==> config.mk <==
export PLATFORM = sky130hd
export DESIGN_NAME = lif_neuron_array
export DESIGN_NICKNAME = d
export VERILOG_FILES = /design/src/rtl/lif_neuron_array.sv
export SDC_FILE = /design/constraint.sdc
export NUM_CORES = 1
export LEC_CHECK = 0
export CORE_ASPECT_RATIO = 0.9
export CORE_MARGIN = 2
export CORE_UTILIZATION = 48
export DETAILED_ROUTE_END_ITERATION = 7
export PLACE_DENSITY = 0.69
export SETUP_SLACK_MARGIN = 0.15
export SLEW_MARGIN = 20
export SYNTH_ARGS = -nofsm -noshare
export SYNTH_HDL_FRONTEND = slang
export SYNTH_SLANG_ARGS = --single-unit
==> constraint.sdc <==
create_clock -name clk -period 9.1 [get_ports clk]
set_input_delay 1.82 -clock clk [delete_from_list [all_inputs] [get_ports clk]]
set_output_delay 1.82 -clock clk [all_outputs]
set_load 0.02 [all_outputs]
==> src/rtl/lif_neuron_array.sv <==
// lif_neuron_array
//   Leaky integrate-and-fire stage. It takes one unsigned current per neuron per
//   timestep, in neuron index order. It keeps a membrane potential and a
//   saturating spike count for each neuron, and publishes the spike vector of
//   the timestep once the last neuron has been updated.
//
//   Optional feature macro: LIF_REFRAC_EN. When it is defined, each neuron has a
//   refractory counter. While that counter is nonzero, the neuron's potential is
//   held at V_RESET and the neuron cannot fire.
//
// Ports
//   clk, reset_n   clock; asynchronous active-low reset
//   i_start_step   pulse in idle: begin collecting one timestep of currents
//   i_clear        pulse in idle: zero potentials, counts, refractory state and o_spike
//   i_current      current for the neuron currently being indexed
//   i_valid        qualifies i_current
//   o_spike        spike vector of the last completed timestep
//   o_spike_valid  1-cycle pulse when o_spike carries a new vector
//   o_done         1-cycle pulse at the end of a timestep or at the end of a clear
//   o_busy         high in any state other than S_IDLE
//   o_spike_cnt    per-neuron spike counts; neuron k is at [k*CNT_W +: CNT_W]
//
// state  | meaning
// S_IDLE | waiting for i_start_step or i_clear
// S_ACC  | consuming currents; one neuron is updated per i_valid
// S_FIRE | o_spike holds the new vector; valid and done pulse
// S_CLR  | zeroing all neuron state
module lif_neuron_array #(
  parameter int N_NEURON     = 18,
  parameter int CUR_W        = 25,
  parameter int VMEM_W       = 26,
  parameter int THRESH       = 20000,
  parameter int LEAK_SHIFT   = 4,
  parameter int V_RESET      = 0,
  parameter int CNT_W        = 8,
  parameter int REFRAC_STEPS = 2
) (
  input  logic                      clk,
  input  logic                      reset_n,
  input  logic                      i_start_step,
  input  logic                      i_clear,
  input  logic [CUR_W-1:0]          i_current,
  input  logic                      i_valid,
  output logic [N_NEURON-1:0]       o_spike,
  output logic                      o_spike_valid,
  output logic                      o_done,
  output logic                      o_busy,
  output logic [N_NEURON*CNT_W-1:0] o_spike_cnt
);

  localparam int IDX_W = $clog2(N_NEURON);
  localparam logic [VMEM_W-1:0] THRESH_V  = VMEM_W'(THRESH);
  localparam logic [VMEM_W-1:0] V_RESET_V = VMEM_W'(V_RESET);
  localparam logic [IDX_W-1:0]  IDX_LAST  = IDX_W'(N_NEURON - 1);

  typedef enum logic [1:0] {S_IDLE, S_ACC, S_FIRE, S_CLR} state_t;

  state_t                state_q, state_d;
  logic [IDX_W-1:0]      idx_q, idx_d;
  logic [VMEM_W-1:0]     v_q [N_NEURON];
  logic [VMEM_W-1:0]     v_d [N_NEURON];
  logic [CNT_W-1:0]      cnt_q [N_NEURON];
  logic [CNT_W-1:0]      cnt_d [N_NEURON];
  logic [N_NEURON-1:0]   work_q, work_d;
  logic [N_NEURON-1:0]   spike_q, spike_d;

  // Datapath for the neuron that idx_q currently selects. The extra top bit of
  // v_sum catches overflow. The leak term never exceeds v, so the subtraction
  // cannot go below zero.
  logic [VMEM_W-1:0]     v_cur;
  logic [VMEM_W:0]       v_sum;
  logic [VMEM_W-1:0]     v_new;
  logic                  fire;

`ifdef LIF_REFRAC_EN
  localparam int RC_W = $clog2(REFRAC_STEPS + 1);
  logic [RC_W-1:0]       rc_q [N_NEURON];
  logic [RC_W-1:0]       rc_d [N_NEURON];
`endif

  always_comb begin
    v_cur = v_q[idx_q];
    v_sum = {1'b0, v_cur} - {1'b0, (v_cur >> LEAK_SHIFT)} + (VMEM_W+1)'(i_current);
    v_new = v_sum[VMEM_W] ? '1 : v_sum[VMEM_W-1:0];
    fire  = (v_new >= THRESH_V);
  end

  always_comb begin
    state_d = state_q;
    idx_d   = idx_q;
    v_d     = v_q;
    cnt_d   = cnt_q;
    work_d  = work_q;
    spike_d = spike_q;
`ifdef LIF_REFRAC_EN
    rc_d    = rc_q;
`endif
    case (state_q)
      S_IDLE: begin
        if (i_clear) begin
          state_d = S_CLR;
        end else if (i_start_step) begin
          state_d = S_ACC;
          idx_d   = '0;
          work_d  = '0;
        end
      end
      S_ACC: begin
        if (i_valid) begin
`ifdef LIF_REFRAC_EN
          if (rc_q[idx_q] != '0) begin
            // Refractory: the neuron neither integrates nor fires this timestep.
            rc_d[idx_q]   = rc_q[idx_q] - 1'b1;
            v_d[idx_q]    = V_RESET_V;
            work_d[idx_q] = 1'b0;
          end else
`endif
          if (fire) begin
            work_d[idx_q] = 1'b1;
            v_d[idx_q]    = V_RESET_V;
            if (cnt_q[idx_q] != '1) cnt_d[idx_q] = cnt_q[idx_q] + 1'b1;
`ifdef LIF_REFRAC_EN
            rc_d[idx_q]   = RC_W'(REFRAC_STEPS);
`endif
          end else begin
            work_d[idx_q] = 1'b0;
            v_d[idx_q]    = v_new;
          end
          if (idx_q == IDX_LAST) begin
            // o_spike is loaded together with the last update, so it is
            // already valid in the S_FIRE cycle that pulses o_spike_valid.
            state_d = S_FIRE;
            idx_d   = '0;
            spike_d = work_d;
          end else begin
            idx_d = idx_q + 1'b1;
          end
        end
      end
      S_FIRE: state_d = S_IDLE;
      S_CLR: begin
        state_d = S_IDLE;
        v_d     = '{default: '0};
        cnt_d   = '{default: '0};
        work_d  = '0;
        spike_d = '0;
`ifdef LIF_REFRAC_EN
        rc_d    = '{default: '0};
`endif
      end
      default: state_d = S_IDLE;
    endcase
  end

  always_ff @(posedge clk or negedge reset_n) begin
    if (!reset_n) begin
      state_q <= S_IDLE;
      idx_q   <= '0;
      v_q     <= '{default: '0};
      cnt_q   <= '{default: '0};
      work_q  <= '0;
      spike_q <= '0;
`ifdef LIF_REFRAC_EN
      rc_q    <= '{default: '0};
`endif
    end else begin
      state_q <= state_d;
      idx_q   <= idx_d;
      v_q     <= v_d;
      cnt_q   <= cnt_d;
      work_q  <= work_d;
      spike_q <= spike_d;
`ifdef LIF_REFRAC_EN
      rc_q    <= rc_d;
`endif
    end
  end

  assign o_spike       = spike_q;
  assign o_spike_valid = (state_q == S_FIRE);
  assign o_done        = (state_q == S_FIRE) || (state_q == S_CLR);
  assign o_busy        = (state_q != S_IDLE);

  for (genvar k = 0; k < N_NEURON; k++) begin : g_cnt
    assign o_spike_cnt[k*CNT_W +: CNT_W] = cnt_q[k];
  end

endmodule
==> impl_metrics.csv <==
group,metric,value,unit
sta,worst_pin_slew,1.34,ns
outcome,status,"complete, no violations",
cts,root_buffer,"clkbuf_16",
sta,rsz0062_at_grt,"no",
drt,drt_first_pass_iters,6,
placement,place_area,0.0339,sq mm
global_routing,grt_max_degree,200,
sta,fin_setup_tns,0,ns
logic_synthesis,synth_area,0.0313,sq mm
setup_path,worst_r2r_endpoint,"o_spike_cnt[79]",
drt,ant_nets,0,
pwr,totalPowerFinal,8.99,mW
logic_synthesis,yosysUniqueCellTypes,79,
global_routing,global_route.overflow_total,0,
sta,fin_skew,0.0435,ns
cts,cts_buffers,70,
die,start_util,48.6,%
final_layout,final_util,56.5,%
logic_synthesis,synth.top_cell.area_share,52.4,%
logic_synthesis,yosysSeqAreaShare,52.4,%
placement,place_congestion,0.907,
worst_hold_path,worstHoldPathCells,2,
worst_hold_path,hold_end,"o_spike[15]",
placement,place_ws,1.21,ns
placement,portBuffers,194,
final_layout,final_nets,2986,
setup_path,r2r_cells,17,
logic_synthesis,yosys_warnings,0,
cts,clkLatencyLatePin,0.63,ns
setup_path,r2r_start,"idx_q[2]",
cts,cts_setup_buffers,0,
placement,dp_hpwl,65.0,mm
drt,wire_per_inst,26.4,um
setup_path,startpoint_type,"flop",
pwr,power.density,247,mW/mm^2
final_layout,area_growth,16.2,%
final_layout,fillerInstances,5344,
flow_run,max_cap_viol_count,0,
setup_path,critical_path_class,"reg -> reg",
logic_synthesis,yosys-top-cells-count,"dfrtp_1 (654), nand2_1 (378), o21ai_0 (352)",
setup_path,critical_path.top_delay_family,"simple AND/OR/NAND/NOR gates",
setup_path,rrSetupSlack,0.98,ns
global_routing,grt_pass1_vias,24500,
placement,dp_cells,3680,
logic_synthesis,postSynthAreaPerCell,11.2,sq um
sta,period_share,89.2,%
setup_path,path_buf_inv,1,
final_layout,fin_area,0.0363,sq mm
sta,finalHoldViolations,0,
sta,setup_slack,0.980,ns
logic_synthesis,yosysTopAreaCell,"dfrtp_1",
drt,wirelength,101,mm
setup_path,worstPathArrival,8.59,ns
logic_synthesis,synthCells,2795,
cts,htreeDepth,3,
sta,layout_min_cycle_time,8.12,ns
sta,slew_headroom,9.82,%
logic_synthesis,ys_top_cells_by_area,"dfrtp_1 (52%), mux4_2 (9.4%), o21ai_0 (5.6%), nand2_1 (4.5%), and3_1 (4.1%)",
die,die_h,246,um
sta,finalSetupViolCount,0,
sta,slew_viol_final,0,
sta,max_freq,0.123,GHz
final_layout,drive_above_1_share,14.2,%
die,die_w,273,um
drt,vias,24400,
drt,drc,0,
worst_hold_path,hold_path_class,"reg -> reg",
final_layout,fin_cells,3809,
drt,vias_per_cell,6.41,
logic_synthesis,ys.flop_type,"dfrtp_1",
logic_synthesis,synth.most_common_cell,"dfrtp_1",
cts,ctsResizeCount,0,
cts,hold_buffers,0,
pwr,ir_worst_vdd,0.194,mV
setup_path,critPathRequiredTime,9.57,ns
setup_path,crit_top_cell,"o21ai_0",
setup_path,worst-path-max-fanout,54,
logic_synthesis,synth_nets,2882,
setup_path,worst_setup_path_end_kind,"flop",
die,die-area,0.0672,sq mm
cts,cts.sinks,654,
setup_path,slowest_stage,"nor4b_4",
worst_hold_path,hp-start,"o_spike[15]",
global_routing,antenna_found_initial,0,
die,pin_count,195,
setup_path,path_depth,17,
cts,clockBufferDepth,3,
logic_synthesis,ys_ff_latch,654,
logic_synthesis,synth-edff-count,0,
die,placementRows,88,
sta,hold_ws,0.466,ns
drt,dr.first_iter.drc_count,3067,
setup_path,worstPathCellList,"nand2b_1 > nor2_1 > nand2_1 > o221a_2 > fa_1 > inv_1 > ha_1 > a21oi_1 > o21ai_0 > a22o_1 > o211ai_1 > o21ai_0 > nor4_1 > nand4_4 > nor4b_4 > or3_1 > o2bb2ai_1",
die,core_area,0.0643,sq mm
logic_synthesis,ys_async_sr_fraction,100,%
global_routing,grt_pass1_wl,153,mm
global_routing,grtUsageTotal,30.1,%
setup_path,cp_slowest_stage_delay,0.90,ns
pwr,p_leak,17.1,nW
cts,cts_tree,"yes",
cts,path_clk_slew,0.06,ns
## kinds of logic after synthesis
| kind of cell | after synthesis | synth area share [%] |
|---|---|---|
| compound gates | 681 | 14.9 |
| xor+xnor | 24 | 0.697 |
| fa+ha+maj | 57 | 2.81 |
| buf+inv | 344 | 4.48 |
| flops | 654 | 52.4 |
| mux | 205 | 11.9 |
| simple gates | 830 | 12.9 |
## registers in the layout, indices dropped and copies added, names as in the netlist
signal       count
work_q          17
v_q            468
o_spike_cnt    144
idx_q            5
state_q          2
o_spike         18
## worst max path at each step
stage,start,end,slack (ns)
finish,idx_q[2],o_spike_cnt[79],0.98
global route,idx_q[0],o_spike_cnt[127],0.65
CTS,idx_q[2],o_spike_cnt[127],1.20
detailed placement,idx_q[2],o_spike_cnt[127],1.21
global placement,idx_q[2],o_spike_cnt[119],1.26
floorplan,idx_q[0],o_spike_cnt[15],2.15
## cells in the final DEF (no fill, tap or decap), drive strengths merged, types with 9 or more instances in the layout
cell type,n
and2,40
clkdlybuf4s50,193
fa,22
nand3,51
nand2,379
mux2i,55
mux2,19
inv,123
a22oi,11
buf,64
a22o,128
ha,35
nor2,104
a21o,9
clkbuf,107
mux4,131
o2bb2ai,19
dfrtp,654
nor3,10
xnor2,15
o31a,19
xor2,9
and3,203
clkinv,12
o221a,19
o21ai,364
a21oi,36
a31oi,28
## worst register-to-register path, stage by stage (launching register included)
cell,delay (ns)
dfrtp_4,0.83
nand2b_1,0.33
nor2_1,0.40
nand2_1,0.82
o221a_2,0.61
fa_1,0.52
inv_1,0.05
ha_1,0.40
a21oi_1,0.32
o21ai_0,0.20
a22o_1,0.28
o211ai_1,0.26
o21ai_0,0.17
nor4_1,0.56
nand4_4,0.21
nor4b_4,0.91
or3_1,0.89
o2bb2ai_1,0.20
## report_power, final
group          leakage [nW]  internal (mW)  total (mW)  switching, mW
clock network          1.15           1.68        2.90           1.22
logic                  6.87          0.973        2.71           1.74
registers              9.08           3.08        3.38          0.301
total                  17.1           5.73        8.99           3.26
## area by class of cell
class | instances | area [sq um] | area share, %
Clock buffer | 107 | 2110 | 5.82
Tap cell | 855 | 1070 | 2.95
Antenna cell | 1 | 2.50 | 0.00689
Timing Repair Buffer | 257 | 2510 | 6.92
Clock inverter | 19 | 229 | 0.630
Inverter | 119 | 447 | 1.23
Multi-Input combinational cell | 1797 | 13600 | 37.4
Sequential cell | 654 | 16400 | 45.1
## metal layers
metal | vias up | global-route usage (%) | wire length, um
met3 | 204 | 9.97 | 11800
li1 | 10200 | - | -
met2 | 1397 | 43.2 | 44200
met1 | 12600 | 43.8 | 42100
met4 | 4 | 8.47 | 2540
met5 | - | 0 | 96
Power figures use the tool's default switching activity.
